File: src/rtl/data_mem_lsu_pkg.sv
// data_mem_lsu shared types
// funct3 encodings, FSM states, legality check
package data_mem_lsu_pkg;

  localparam logic [2:0] F3_B  = 3'b000;
  localparam logic [2:0] F3_H  = 3'b001;
  localparam logic [2:0] F3_W  = 3'b010;
  localparam logic [2:0] F3_BU = 3'b100;
  localparam logic [2:0] F3_HU = 3'b101;

  typedef enum logic [1:0] {
    IDLE,
    LOAD_DATA,
    RMW_MERGE
  } state_t;

  // 1 when the access is misaligned or the funct3 is not legal
  function automatic logic req_bad(
    input logic       we,
    input logic [2:0] f3,
    input logic [1:0] lo
  );
    logic bad;
    bad = 1'b1;
    case (f3)
      F3_B:    bad = 1'b0;
      F3_H:    bad = lo[0];
      F3_W:    bad = |lo;
      F3_BU:   bad = we;
      F3_HU:   bad = we | lo[0];
      default: bad = 1'b1;
    endcase
    return bad;
  endfunction

endpackage

File: src/rtl/data_mem_lsu_if.sv
// data_mem_lsu bus bundles
// core request/response side and word-memory side
interface data_mem_lsu_if;
  logic        req_valid;
  logic        req_ready;
  logic        req_we;
  logic [2:0]  req_funct3;
  logic [31:0] req_addr;
  logic [31:0] req_wdata;
  logic        resp_valid;
  logic [31:0] resp_rdata;
  logic        resp_err;

  modport master (
    output req_valid, req_we, req_funct3,
    output req_addr, req_wdata,
    input  req_ready,
    input  resp_valid, resp_rdata, resp_err
  );

  modport slave (
    input  req_valid, req_we, req_funct3,
    input  req_addr, req_wdata,
    output req_ready,
    output resp_valid, resp_rdata, resp_err
  );
endinterface

interface data_mem_bus_if #(
  parameter int ADDR_WIDTH = 13
);
  logic                  mem_we;
  logic [3:0]            mem_wmask;
  logic [ADDR_WIDTH-1:0] mem_addr;
  logic [31:0]           mem_wdata;
  logic [31:0]           mem_rdata;

  modport master (
    output mem_we, mem_wmask,
    output mem_addr, mem_wdata,
    input  mem_rdata
  );

  modport slave (
    input  mem_we, mem_wmask,
    input  mem_addr, mem_wdata,
    output mem_rdata
  );
endinterface

File: src/rtl/data_mem_lsu_byte_lane.sv
// lsu_byte_lane: byte-lane steering
// load extract/extend and store merge/mask
module lsu_byte_lane
  import data_mem_lsu_pkg::*;
(
  input  logic [31:0] word,
  input  logic [31:0] wdata,
  input  logic [1:0]  lane,
  input  logic [2:0]  funct3,
  output logic [31:0] load_data,
  output logic [31:0] store_word,
  output logic [3:0]  store_mask
);

  logic [31:0] sh;
  logic [31:0] rep;

  assign sh = word >> {lane, 3'b000};

  // pick the addressed lane and extend it
  always_comb begin
    load_data = word;
    unique case (1'b1)
      funct3 == F3_B:  load_data = {{24{sh[7]}}, sh[7:0]};
      funct3 == F3_BU: load_data = {24'h0, sh[7:0]};
      funct3 == F3_H:  load_data = {{16{sh[15]}}, sh[15:0]};
      funct3 == F3_HU: load_data = {16'h0, sh[15:0]};
      default:         load_data = word;
    endcase
  end

  // replicate store data, enable the lanes, merge over old word
  always_comb begin
    rep        = wdata;
    store_mask = 4'hF;
    unique case (1'b1)
      funct3 == F3_B: begin
        rep        = {4{wdata[7:0]}};
        store_mask = 4'b0001 << lane;
      end
      funct3 == F3_H: begin
        rep        = {2{wdata[15:0]}};
        store_mask = 4'b0011 << lane;
      end
      default: begin
        rep        = wdata;
        store_mask = 4'hF;
      end
    endcase
    store_word = '0;
    for (int i = 0; i < 4; i++) begin
      store_word[8*i +: 8] = store_mask[i] ?
        rep[8*i +: 8] : word[8*i +: 8];
    end
  end

endmodule

File: src/rtl/data_mem_lsu.sv
// data_mem_lsu: RV32I load/store unit
// drives a 1-cycle registered-read word memory
module data_mem_lsu
  import data_mem_lsu_pkg::*;
#(
  parameter int ADDR_WIDTH = 13
) (
  input logic            clk,
  input logic            rst,
  data_mem_lsu_if.slave  core,
  data_mem_bus_if.master mem
);

  localparam int AB = ADDR_WIDTH + 2;

  state_t state;
  state_t next_state;

  logic          h_we;
  logic [2:0]    h_f3;
  logic [AB-1:0] h_addr;
  logic [31:0]   h_wdata;

  logic          idle;
  logic          accept;
  logic          bad;
  logic [2:0]    s_f3;
  logic [AB-1:0] s_addr;
  logic [31:0]   s_wdata;

  logic [31:0] ld_data;
  logic [31:0] st_word;
  logic [3:0]  st_mask;

  logic        we_d;
  logic        resp_d;
  logic        err_d;
  logic [31:0] rdata_d;

  logic        resp_q;
  logic        err_q;
  logic [31:0] rdata_q;

  logic unused_addr;
  assign unused_addr = ^core.req_addr[31:AB];

  assign idle   = (state == IDLE);
  assign accept = core.req_valid && idle;
  assign bad    = req_bad(core.req_we, core.req_funct3,
                          core.req_addr[1:0]);

  assign s_f3    = idle ? core.req_funct3 : h_f3;
  assign s_addr  = idle ? core.req_addr[AB-1:0] : h_addr;
  assign s_wdata = idle ? core.req_wdata : h_wdata;

  lsu_byte_lane u_lane (
    .word       (mem.mem_rdata),
    .wdata      (s_wdata),
    .lane       (s_addr[1:0]),
    .funct3     (s_f3),
    .load_data  (ld_data),
    .store_word (st_word),
    .store_mask (st_mask)
  );

  // state register
  always_ff @(posedge clk) begin
    if (rst) state <= IDLE;
    else     state <= next_state;
  end

  // next state: loads and sub-word stores take a second cycle
  always_comb begin
    next_state = state;
    unique case (state)
      IDLE: begin
        if (accept && !bad) begin
          if (!core.req_we)
            next_state = LOAD_DATA;
          else if (core.req_funct3 != F3_W)
            next_state = RMW_MERGE;
        end
      end
      default: next_state = IDLE;
    endcase
  end

  // memory strobe and next response per state
  always_comb begin
    we_d    = 1'b0;
    resp_d  = 1'b0;
    err_d   = 1'b0;
    rdata_d = '0;
    unique case (state)
      IDLE: begin
        if (accept) begin
          if (bad) begin
            resp_d = 1'b1;
            err_d  = 1'b1;
          end else if (core.req_we &&
                       core.req_funct3 == F3_W) begin
            we_d   = 1'b1;
            resp_d = 1'b1;
          end
        end
      end
      LOAD_DATA: begin
        resp_d  = 1'b1;
        rdata_d = ld_data;
      end
      RMW_MERGE: begin
        we_d   = 1'b1;
        resp_d = 1'b1;
      end
      default: ;
    endcase
  end

  assign mem.mem_we    = we_d && !rst;
  assign mem.mem_wmask = st_mask;
  assign mem.mem_addr  = s_addr[AB-1:2];
  assign mem.mem_wdata = st_word;

  assign core.req_ready  = idle;
  assign core.resp_valid = resp_q;
  assign core.resp_err   = err_q;
  assign core.resp_rdata = rdata_q;

  // response register: one-cycle pulse
  always_ff @(posedge clk) begin
    if (rst) begin
      resp_q  <= 1'b0;
      err_q   <= 1'b0;
      rdata_q <= '0;
    end else begin
      resp_q  <= resp_d;
      err_q   <= err_d;
      rdata_q <= rdata_d;
    end
  end

  // hold the accepted request for the second cycle
  always_ff @(posedge clk) begin
    if (rst) begin
      h_we    <= 1'b0;
      h_f3    <= '0;
      h_addr  <= '0;
      h_wdata <= '0;
    end else if (accept) begin
      h_we    <= core.req_we;
      h_f3    <= core.req_funct3;
      h_addr  <= core.req_addr[AB-1:0];
      h_wdata <= core.req_wdata;
    end
  end

  logic unused_we;
  assign unused_we = h_we;

endmodule

File: src/flat_wrapper.sv
// flat-port wrapper written by rule: the top's interface ports become plain ports
module data_mem_lsu_flat import data_mem_lsu_pkg::*;
#(
  parameter int ADDR_WIDTH = 13
)
  (clk, rst, core_req_valid, core_req_we, core_req_funct3, core_req_addr, core_req_wdata, core_req_ready, core_resp_valid, core_resp_rdata, core_resp_err, mem_mem_we, mem_mem_wmask, mem_mem_addr, mem_mem_wdata, mem_mem_rdata);
  data_mem_lsu_if core_i ();
  data_mem_bus_if #(.ADDR_WIDTH(ADDR_WIDTH)) mem_i ();
  input logic clk;
  input logic rst;
  input wire logic [$bits(core_i.req_valid)-1:0] core_req_valid;
  input wire logic [$bits(core_i.req_we)-1:0] core_req_we;
  input wire logic [$bits(core_i.req_funct3)-1:0] core_req_funct3;
  input wire logic [$bits(core_i.req_addr)-1:0] core_req_addr;
  input wire logic [$bits(core_i.req_wdata)-1:0] core_req_wdata;
  output wire logic [$bits(core_i.req_ready)-1:0] core_req_ready;
  output wire logic [$bits(core_i.resp_valid)-1:0] core_resp_valid;
  output wire logic [$bits(core_i.resp_rdata)-1:0] core_resp_rdata;
  output wire logic [$bits(core_i.resp_err)-1:0] core_resp_err;
  output wire logic [$bits(mem_i.mem_we)-1:0] mem_mem_we;
  output wire logic [$bits(mem_i.mem_wmask)-1:0] mem_mem_wmask;
  output wire logic [$bits(mem_i.mem_addr)-1:0] mem_mem_addr;
  output wire logic [$bits(mem_i.mem_wdata)-1:0] mem_mem_wdata;
  input wire logic [$bits(mem_i.mem_rdata)-1:0] mem_mem_rdata;
  assign core_i.req_valid = core_req_valid;
  assign core_i.req_we = core_req_we;
  assign core_i.req_funct3 = core_req_funct3;
  assign core_i.req_addr = core_req_addr;
  assign core_i.req_wdata = core_req_wdata;
  assign core_req_ready = core_i.req_ready;
  assign core_resp_valid = core_i.resp_valid;
  assign core_resp_rdata = core_i.resp_rdata;
  assign core_resp_err = core_i.resp_err;
  assign mem_mem_we = mem_i.mem_we;
  assign mem_mem_wmask = mem_i.mem_wmask;
  assign mem_mem_addr = mem_i.mem_addr;
  assign mem_mem_wdata = mem_i.mem_wdata;
  assign mem_i.mem_rdata = mem_mem_rdata;
  data_mem_lsu #(.ADDR_WIDTH(ADDR_WIDTH)) u_core (.clk(clk), .rst(rst), .core(core_i), .mem(mem_i));
endmodule
File: config.mk
export PLATFORM = sky130hd
export DESIGN_NAME = data_mem_lsu_flat
export DESIGN_NICKNAME = d
export VERILOG_FILES = /design/src/rtl/data_mem_lsu_pkg.sv /design/src/rtl/data_mem_lsu_if.sv /design/src/rtl/data_mem_lsu_byte_lane.sv /design/src/rtl/data_mem_lsu.sv /design/src/flat_wrapper.sv
export SDC_FILE = /design/constraint.sdc
export NUM_CORES = 1
export LEC_CHECK = 0
export CORE_ASPECT_RATIO = 1.25
export CORE_UTILIZATION = 29
export DETAILED_ROUTE_END_ITERATION = 16
export PLACE_DENSITY_LB_ADDON = 0.1
export SLEW_MARGIN = 20
export SYNTH_ARGS = -nofsm -noshare
export SYNTH_HDL_FRONTEND = slang
export SYNTH_SLANG_ARGS = --single-unit
File: constraint.sdc
create_clock -name clk -period 3.1 [get_ports clk]
set_input_delay 0.62 -clock clk [delete_from_list [all_inputs] [get_ports clk]]
set_output_delay 0.62 -clock clk [all_outputs]
set_load 0.05 [all_outputs]
-- Yosys cells after proc, flatten, opt, wreduce, memory -nomap -nowiden
Cells that the tools add are included.
- eq/ne operators: 11
- shift operators: 3
- muxes and demuxes: 21
- bitwise gates (word level): 4
- reductions and logical operators: 15
- operators by type and width (cell ; count):
    $pmux W32 S4 ; 1
    $pmux W32 S2 ; 1
    $mux W32 ; 1
    $mux W8 ; 4
    $shr A32 B5 Y16 ; 1
    $mux W15 ; 1
    $eq A3 B3 Y1 const B ; 4
    $pmux W4 S2 ; 1
    $reduce_or A2 Y1 ; 4
    $eq A3 B1 Y1 const B ; 2
    $logic_not A3 Y1 ; 2
    $mux W1 ; 6
    $pmux W1 S5 ; 1
    $logic_and A1 B1 Y1 ; 4
    $mux W2 ; 2
    $pmux W1 S2 ; 2
    $shl A1 B2 Y4 const A ; 1
    $shl A2 B2 Y4 const A ; 1
    $eq A3 B2 Y1 const B ; 1
    $mux W3 ; 1
    $ne A3 B2 Y1 const B ; 1
    $not A1 Y1 ; 3
    $reduce_or A3 Y1 ; 1
    $eq A2 B1 Y1 const B ; 1
    other kinds (6) ; 7
- bits in registers: 86
- input port bits: 103
- output and inout bits: 85
- logic and storage cells: 61

-- Logic depth before layout (Yosys ltp)
- depth in word-level cells: 7
- mapped depth: 11
- depth with buffers taken out: 7

-- Hierarchy
From an unflattened synthesis, not the netlist that was laid out.
- cell total of the unflattened synthesis: 599
- area, all modules: 5182.5 um^2
- modules (own cells, without submodules) (module ; instances ; cells each ; area each (um^2) ; seq. area each (um^2)):
    data_mem_lsu ; 1 ; 385 ; 3513.4 ; 1721.7
    lsu_byte_lane ; 1 ; 214 ; 1669.1 ; 0.0

-- Worst setup path before layout
OpenSTA, ideal clock, no wires.
- kind: register to output
- from: register u_core.state[0]
- to: output port mem_mem_wdata[16]
- data arrival time: 3.276 ns
- required time: 2.480 ns
- path slack: -0.796 ns
- cell stages (with the launch flop): 10
- buffers on the path: 3
- cell sequence: dfxtp_1 -> inv_1 -> ha_1 -> buf_6 -> mux2_2 -> buf_4 -> nor2_4 -> a21oi_2 -> buf_6 -> a221oi_1
- word-level cells in the longest chain between the ends: 5
- elaborated cells on any way between the ends: 11
- those cells by class: 1 x eq/ne; 2 x shift; 6 x mux; 2 x reduce/logical
- RTL lines (what ; line ; source):
    start: declaration ; data_mem_lsu.sv:16 ; state_t state;
    start signal: assignment ; data_mem_lsu.sv:69 ; else state <= next_state;
    $logic_not A2 Y1 * ; data_mem_lsu.sv:47 ; assign idle = (state == IDLE);
    net core_req_ready ; flat_wrapper.sv:16 ; output wire logic [$bits(core_i.req_ready)-1:0] core_req_ready;
    $mux W15 or $mux W3 (tied branches) ; data_mem_lsu.sv:53, data_mem_lsu.sv:52 ;
    $shl A2 B2 Y4 (tied with other cells) ; data_mem_lsu_byte_lane.sv:43 ; store_mask = 4'b0011 << lane;
    $pmux W4 S2 or $pmux W32 S2 (tied branches) ; data_mem_lsu_byte_lane.sv:36 ; unique case (1'b1)
    $mux W8 * ; data_mem_lsu_byte_lane.sv:52 ; store_word[8*i +: 8] = store_mask[i] ?
    end: declaration ; flat_wrapper.sv:23 ; output wire logic [$bits(mem_i.mem_wdata)-1:0] mem_mem_wdata;
Mark *: on every way through the listed nets, which the timed path passes. The rest lies on a longest branch.

-- Worst setup path after layout
- from: input port core_req_funct3[2]
- to: output port mem_mem_wdata[15]
- word-level cells in the longest chain between the ends: 4
- elaborated cells on any way between the ends: 6
- those cells by class: 1 x eq/ne; 4 x mux; 1 x reduce/logical
- RTL lines (what ; line ; source):
    start: declaration ; flat_wrapper.sv:13 ; input wire logic [$bits(core_i.req_funct3)-1:0] core_req_funct3;
    $mux W3 * ; data_mem_lsu.sv:52 ; assign s_f3 = idle ? core.req_funct3 : h_f3;
    $eq A3 B1 Y1 or $logic_not A3 Y1 (tied branches) ; data_mem_lsu_byte_lane.sv:41, data_mem_lsu_byte_lane.sv:37 ;
    $pmux W32 S2 or $pmux W4 S2 (tied branches) ; data_mem_lsu_byte_lane.sv:36 ;
    $mux W8 * ; data_mem_lsu_byte_lane.sv:52 ;
Every way passes the cells marked *; elsewhere a longest branch is shown, timed or not.

==> flow_results.org <==
** Run status
- Status :: complete, no violations

** Min path
- The path class of the tightest hold or removal check is reg -> reg.
- The worst hold path begins at u_core.h_wdata[27].

** Yosys
- The synthesized design spends more area on one cell type than any other, namely sky130_fd_sc_hd__dfxtp_1.
- Netlist cell types :: 54
- Area fraction in compound gates after synthesis :: approximately a fifth
- The cell area that synthesis handed to floorplanning was around 0.0049 mm^2.
- Leading post-synthesis cells by instance count :: sky130_fd_sc_hd__nand2_1, sky130_fd_sc_hd__dfxtp_1, sky130_fd_sc_hd__a21oi_1
- Count of warnings emitted by yosys :: 0
- Syn_nets :: 719
- Adder-Cell Fraction of Synth Area :: under 10%
- Main combinational cell family by area after synthesis :: simple AND/OR/NAND/NOR gates
- Area fraction in and, or, nand and nor cells after synthesis :: 22.7%
- Portion of netlist area occupied by mux cells :: 13.5%
- Fraction of registers with async set or reset after synthesis :: 0%
- Synthesized-area fraction occupied by xor and xnor cells :: 0%
- Gate count of the mapped netlist :: between 600 and 700
- The most common cell in the synthesized netlist is sky130_fd_sc_hd__nand2_1.
- Area share of the largest cell type after synthesis :: between 30% and 40%
- Commonest register cell after synthesis :: sky130_fd_sc_hd__dfxtp_1
- Synthesis inferred 86 register bits.
- Sequential cells were found to cover 35.4% of the synthesized design area.
- A synthesized cell averages 7.94 um^2.
- By area the synthesized netlist is led by sky130_fd_sc_hd__dfxtp_1, sky130_fd_sc_hd__nand2_1, sky130_fd_sc_hd__a21oi_1, sky130_fd_sc_hd__mux2_2, sky130_fd_sc_hd__mux2i_1.
- Number of synthesized flops with an enable pin :: 0

** Setup path
- In this run the critical register-to-register path is launched from u_core.state[0].
- Worst endpoint data arrival time :: roughly 2.4 ns
- The largest single stage delay on the critical path is 0.47 ns.
- Sort of element at the start of the critical path :: input pin
- The worst setup path is of the in -> out kind.
- Slowest-stage cell, CP :: sky130_fd_sc_hd__clkdlybuf4s50_1
- Of all nets on the critical path, the largest fanout is 23.
- Walking the worst path, the cells encountered are clkdlybuf4s50_1, nor3b_4, or2_4, buf_12, o211ai_1, o221ai_2, buf_12.
- Most Frequent Cell on Critical Path :: sky130_fd_sc_hd__buf_12
- The most critical setup path has its startpoint at core_req_funct3[2].
- Nature of the critical path endpoint :: output pin
- Worst path required time :: 2.48 ns

** Drt
- Antenna-violating nets left :: 0
- Met3 wire len :: ~1100 um
- Wire length the detailed router placed on met1 :: roughly 7400 um
- The pre-antenna-repair detailed-routing pass consisted of 4 iterations.
- Average detailed-routed wire length per instance :: around 18 um
- Using the TritonRoute via totals, the vias-per-cell ratio works out to ~5.0.
- Signal routing reaches up to met4.
- The final layout contains routed wiring with a total length of roughly 18000 um.
- Summed over all nets, wire length on met2 after detailed routing comes to just over 9000 um.
- In the routed design, unresolved DRC markers number 0.
- For this block, the initial DRC count from the detailed router was between 200 and 300.
- Detailed routing inserted a total of slightly above 5000 vias.

** CTS
- Clk slew on worst S/H paths :: around 0.070 ns
- Maximum clock insertion buffer count :: 2
- The tree is rooted in a sky130_fd_sc_hd__clkbuf_16.
- In this run the number of H-tree levels came out at 3.
- CTS tree :: done
- TritonCTS Sinks :: 86
- Counting the buffers created by CTS gives 9.
- Insertion delay to the later sink of the worst-skew pair :: ~0.34 ns

** Global route
- Vias in the first global route :: between 5000 and 6000
- Pin count of the biggest net entering global routing :: 53
- The first global-routing pass estimated 28200 um of wire.
- The initial antenna violation count came to 0.
- The total overflow left after global routing is 0.
- Global router's overall resource usage :: a little over a fifth

** Cells and area
- Antenna diode count :: 0
- Utilization after layout :: roughly 50%
- In the final design database the tool counted between 900 and 1000 nets.
- The area growth from synthesis to layout is 66.8%.
- In the final layout, the share of cells above drive strength 1 is 27.3%.

** Die
- Measured along the x axis, the die boundary spans around 120 um.
- In this run the count of I/O pins placed on the die edge is about 190.
- Height of the die :: about 150 um
- Initial core utilization :: between 20% and 30%
- Placeable core region :: around 0.016 mm^2
- The die covers between 0.015 and 0.02 mm^2.
- The initialized floorplan defines 52 standard-cell rows.

** Placed design
- RePlAce Congestion :: around 0.95
- Placement Setup Slack :: -0.170 ns
- The count of buffers added on input and output ports is between 150 and 200.
- The HPWL after detailed placement is between 10000 and 15000 um.

** Timing
- Static timing analysis puts the maximum clock frequency at ~330 MHz.
- Final Skew :: about 0.0069 ns
- For the final routed database, the setup TNS stands at 0 ns.
- Count of final hold-check violations :: 0
- RSZ-0062 raised after global routing :: true
- Counting I/O delays and the setup requirement, the final critical path takes 3.05 ns.
- Of the available clock period, the critical path in the final layout requires a little over nine tenths.
- Final count of pins violating max slew :: 0
- Measured slew at the worst slew-check pin :: 0.799 ns
- Smallest setup slack after layout :: roughly 0.047 ns
- Measured against its own limit, the worst slew margin works out to between 40 and 50%.
- Setup violations remaining at the end of the flow were counted as 0.

** Power
- Maximum ir drop on the vdd rail :: between 0.0003 and 0.0004 V
- Pwr per Cell Area :: 550 mW/mm^2
- For this design the static power due to leakage is around 3.4 nW.

** Job
- Total of max-cap violations :: 0
[power breakdown]
group	switching [mW]	leakage, nW	internal, mW
combinational	1.16	2.57	0.934
sequential	0.0329	0.704	1.17
clock	0.457	0.152	0.705
[final timing paths]
path                                                    to  slack, ns  cells past startpoint
worst max-delay path                     mem_mem_wdata[15]       0.05                      7
worst min-delay path                    u_core.h_wdata[27]       0.45                      2
worst max register to register  u_core.core.resp_rdata[27]       0.64                     11
worst min register to register          u_core.h_wdata[27]       0.45                      2
[metal layers]
| layer | global-route usage (%) | up-vias |
|---|---|---|
| met2 | 37.1 | 173 |
| met3 | 3.77 | 21 |
| met4 | 8.72 | 0 |
| met5 | 0 | - |
| li1 | - | 2544 |
| met1 | 25.1 | 2427 |
[cell families after synthesis]
group	count (synthesis)
AND/OR/NAND/NOR	245
AO/OA/AOI/OAI	163
flip-flops	86
multiplexers	58
buffers and inverters	56
adder cells (fa/ha/maj)	4
[area by class of cell]
type | instances | area, um^2
Fill cell | 1562 | 8160
Clock inverter | 6 | 86.3
Clock buffer | 10 | 229
Timing Repair Buffer | 236 | 2630
Inverter | 8 | 32.5
Tap cell | 216 | 270
Sequential cell | 86 | 1730
Multi-Input combinational cell | 470 | 3120
[state kept, by name (all words and copies together) (netlist names)]
signal	flops
u_core.core.resp_rdata	32
u_core.h_wdata	32
u_core.h_addr	15
u_core.h_f3	3
u_core.state	2
u_core.core.resp_err	1
u_core.core.resp_valid	1
[worst max-delay path, delay by kind of cell]
family | cells | cell delay [ns]
AND/OR/NAND/NOR | 2 | 0.55
AO/OA/AOI/OAI | 2 | 0.43
buffers and inverters | 3 | 0.83
[timing repair]
item                       CTS  global route
pin swaps                    4            10
gates resized for setup     20            21
cloned                       2             0
hold buffers                 0             0
setup buffers                7            10
setup endpoints to repair   34            24
[cells in the final DEF (no fill, tap or decap), drive strengths merged, types with 3 or more instances in the layout]
cell,Yosys,routed
ha,4,4
inv,8,8
nand3,25,25
o22ai,10,10
a221oi,9,9
nor3,9,9
o21ai,21,21
buf,32,117
clkdlybuf4s50,0,117
nor2,50,50
a221o,3,3
a2111oi,3,3
dfxtp,86,86
nand2,143,143
clkinv,0,3
nor2b,4,4
mux2i,30,30
nand2b,4,4
a21oi,87,87
a32oi,4,4
o211ai,3,3
a22oi,7,7
a22o,6,6
clkbuf,16,10
mux2,28,28
[through the flow]
| step | power, mW | hold slack (ns) | area (um^2) | instances |
|---|---|---|---|---|
| global route | 4.65 | 0.470 | 8100 | 1032 |
| CTS | 4.45 | 0.455 | 7920 | 1022 |
| finish | 4.46 | 0.451 | 8100 | 1032 |
| detailed placement | 3.19 | 0.446 | 7410 | 997 |
| floorplan | 2.35 | 0.434 | 5060 | 612 |
| global placement | 3.18 | 0.439 | 7410 | 997 |
(Power assumes the default switching activity.)
==> patch (config.mk and constraints unchanged) <==
Re-encode `state_t` (3 states) as one-hot, 3 bits wide.
--- a/src/rtl/data_mem_lsu_pkg.sv
+++ b/src/rtl/data_mem_lsu_pkg.sv
@@ -8,10 +8,10 @@
   localparam logic [2:0] F3_BU = 3'b100;
   localparam logic [2:0] F3_HU = 3'b101;
 
-  typedef enum logic [1:0] {
-    IDLE,
-    LOAD_DATA,
-    RMW_MERGE
+  typedef enum logic [2:0] {
+    IDLE      = 3'b001,
+    LOAD_DATA = 3'b010,
+    RMW_MERGE = 3'b100
   } state_t;
 
   // 1 when the access is misaligned or the funct3 is not legal
Formal check against the unedited RTL: same outputs for any inputs over 10 cycles, from zero or initial values and one cycle with rst high; not proved beyond that.
==> patch against the unedited design <==
- routed wire length grew 5.7%
- area after synthesis grew 5.4%
- via count grew 4.3%
- sequential cell count grew 1
- clock power shrank 5%
- power shrank 16%
- final area is essentially flat
- worst setup slack gained 0.0098 ns
- register-to-register slack gained 0.04 ns
- core utilization shrank 2.3 points
- critical endpoint is now mem_mem_wdata[29]
==> patch: results <==
metrics = {
    "placement": {
        "place.detailed.hpwl_um": 14100,
        "gp_congestion": 0.802,
    },
    "global_route": {
        "grt_pass1_wl_um": 29200,
        "grt_max_degree": 55,
        "track_usage_pct": 21.0,
        "antenna_found_initial": 1,
        "grt_pass1_vias": 5238,
    },
    "clock_tree": {
        "clock_path_buffers": 2,
        "clkTransAtPathRegs_ns": 0.06,
        "cts-root-buf": "clkbuf_16",
    },
    "worst_setup_path": {
        "cp.arrival_ns": 2.42,
        "cp_max_fo": 9,
    },
    "cells_and_area": {
        "drive_above_1_share_pct": 21.2,
        "nNetsFinal": 921,
    },
    "run_status": {
        "status": "complete, no violations",
    },
    "power_and_ir_drop": {
        "power_leakage_uw": 0.00317,
        "vdd.ir_drop.worst_uv": 231,
    },
    "logic_synthesis": {
        "syn_nets": 746,
        "yosys.cell_types.count": 53,
        "ys_seq_area_share_pct": 34.0,
        "synth.area.top_cells": "dfxtp_1 34%, nand2_1 15%, mux2i_1 8.2%",
        "synthTopCellsByCount": "198 x nand2_1, 87 x dfxtp_1, 74 x a21oi_1",
        "ys_warn_count": 0,
        "ys.flop_type": "dfxtp_1",
    },
    "route": {
        "viasPerCell": 5.17,
        "drt_first_pass_iters": 5,
        "first_iter_violations": 381,
        "post_drt_wl_per_cell_um": 18.5,
    },
    "timing": {
        "finalHoldViolCount": 0,
        "worst_slew_pin_slew_ns": 0.673,
        "skew_ns": 0.00841,
    },
}
## patch: path summary, 6_finish.rpt
check	to	from	cells past startpoint	slack (ns)
worst min-delay path	u_core.h_wdata[16]$_SDFFE_PP0N_	u_core.h_wdata[16]$_SDFFE_PP0N_	2	0.45
worst max register to register	u_core.core.resp_rdata[15]$_SDFF_PP0_	u_core.state[0]$_SDFFE_PP1P_	6	0.68
worst min register to register	u_core.h_wdata[16]$_SDFFE_PP0N_	u_core.h_wdata[16]$_SDFFE_PP0N_	2	0.45
worst max-delay path	mem_mem_wdata[29]	u_core.state[0]$_SDFFE_PP1P_	6	0.06
## patch: repair_timing
action	CTS	global route
setup buffers	4	5
resized for setup	9	21
pin swaps	1	3
gates cloned	2	2
hold endpoints to repair	0	0
endpoints found under the setup margin	32	35
## patch: critical path, stage by stage (launching register included)
cell and delay [ns]:
dfxtp_4 0.37, or3b_4 0.50, mux2i_1 0.39, a21oi_2 0.09, buf_12 0.16, a221o_1 0.36
buf_4 0.20
## patch: area by class of cell
class                           count  area [sq um]
Fill cell                        1650          8940
Multi-Input combinational cell    493          3200
Timing Repair Buffer              215          2530
Sequential cell                    87          1750
Tap cell                          220           275
Clock buffer                       11           253
Inverter                           12          50.0
Clock inverter                      3          43.8
Antenna cell                        1          2.50
## patch: per-layer routing
layer  GRT usage, %  wire (um)
met1           25.6       8080
met2           36.4       9660
met3           4.05       1160
met4           7.65        397
met5              0          0
## patch: cells by family after synthesis
kind of cell    synth area share, %
mux                            17.3
buf+inv                        5.77
compound gates                 21.3
xor+xnor                      0.171
simple gates                   21.5
flops                          34.0
## patch: metrics by stage
stage	cell area, sq um	hold slack [ns]	setup WS (ns)	util (%)	cells
6_report	8100	0.454	0.0573	47.5	1042
5_1_grt	8100	0.472	-0.0108	47.5	1042
4_1_cts	7940	0.456	0.00832	46.6	1034
3_5_place_dp	7530	0.447	-0.0501	44.2	1014
3_3_place_gp	7530	0.441	-0.0128	44.2	1014
2_1_floorplan	5170	0.436	-0.114	-	643
## patch: power breakdown
| part | switching, uW | internal, uW | total, uW |
|---|---|---|---|
| clock network | 444 | 660 | 1100 |
| registers | 34.3 | 1160 | 1200 |
| logic | 811 | 633 | 1440 |
| total | 1290 | 2450 | 3740 |
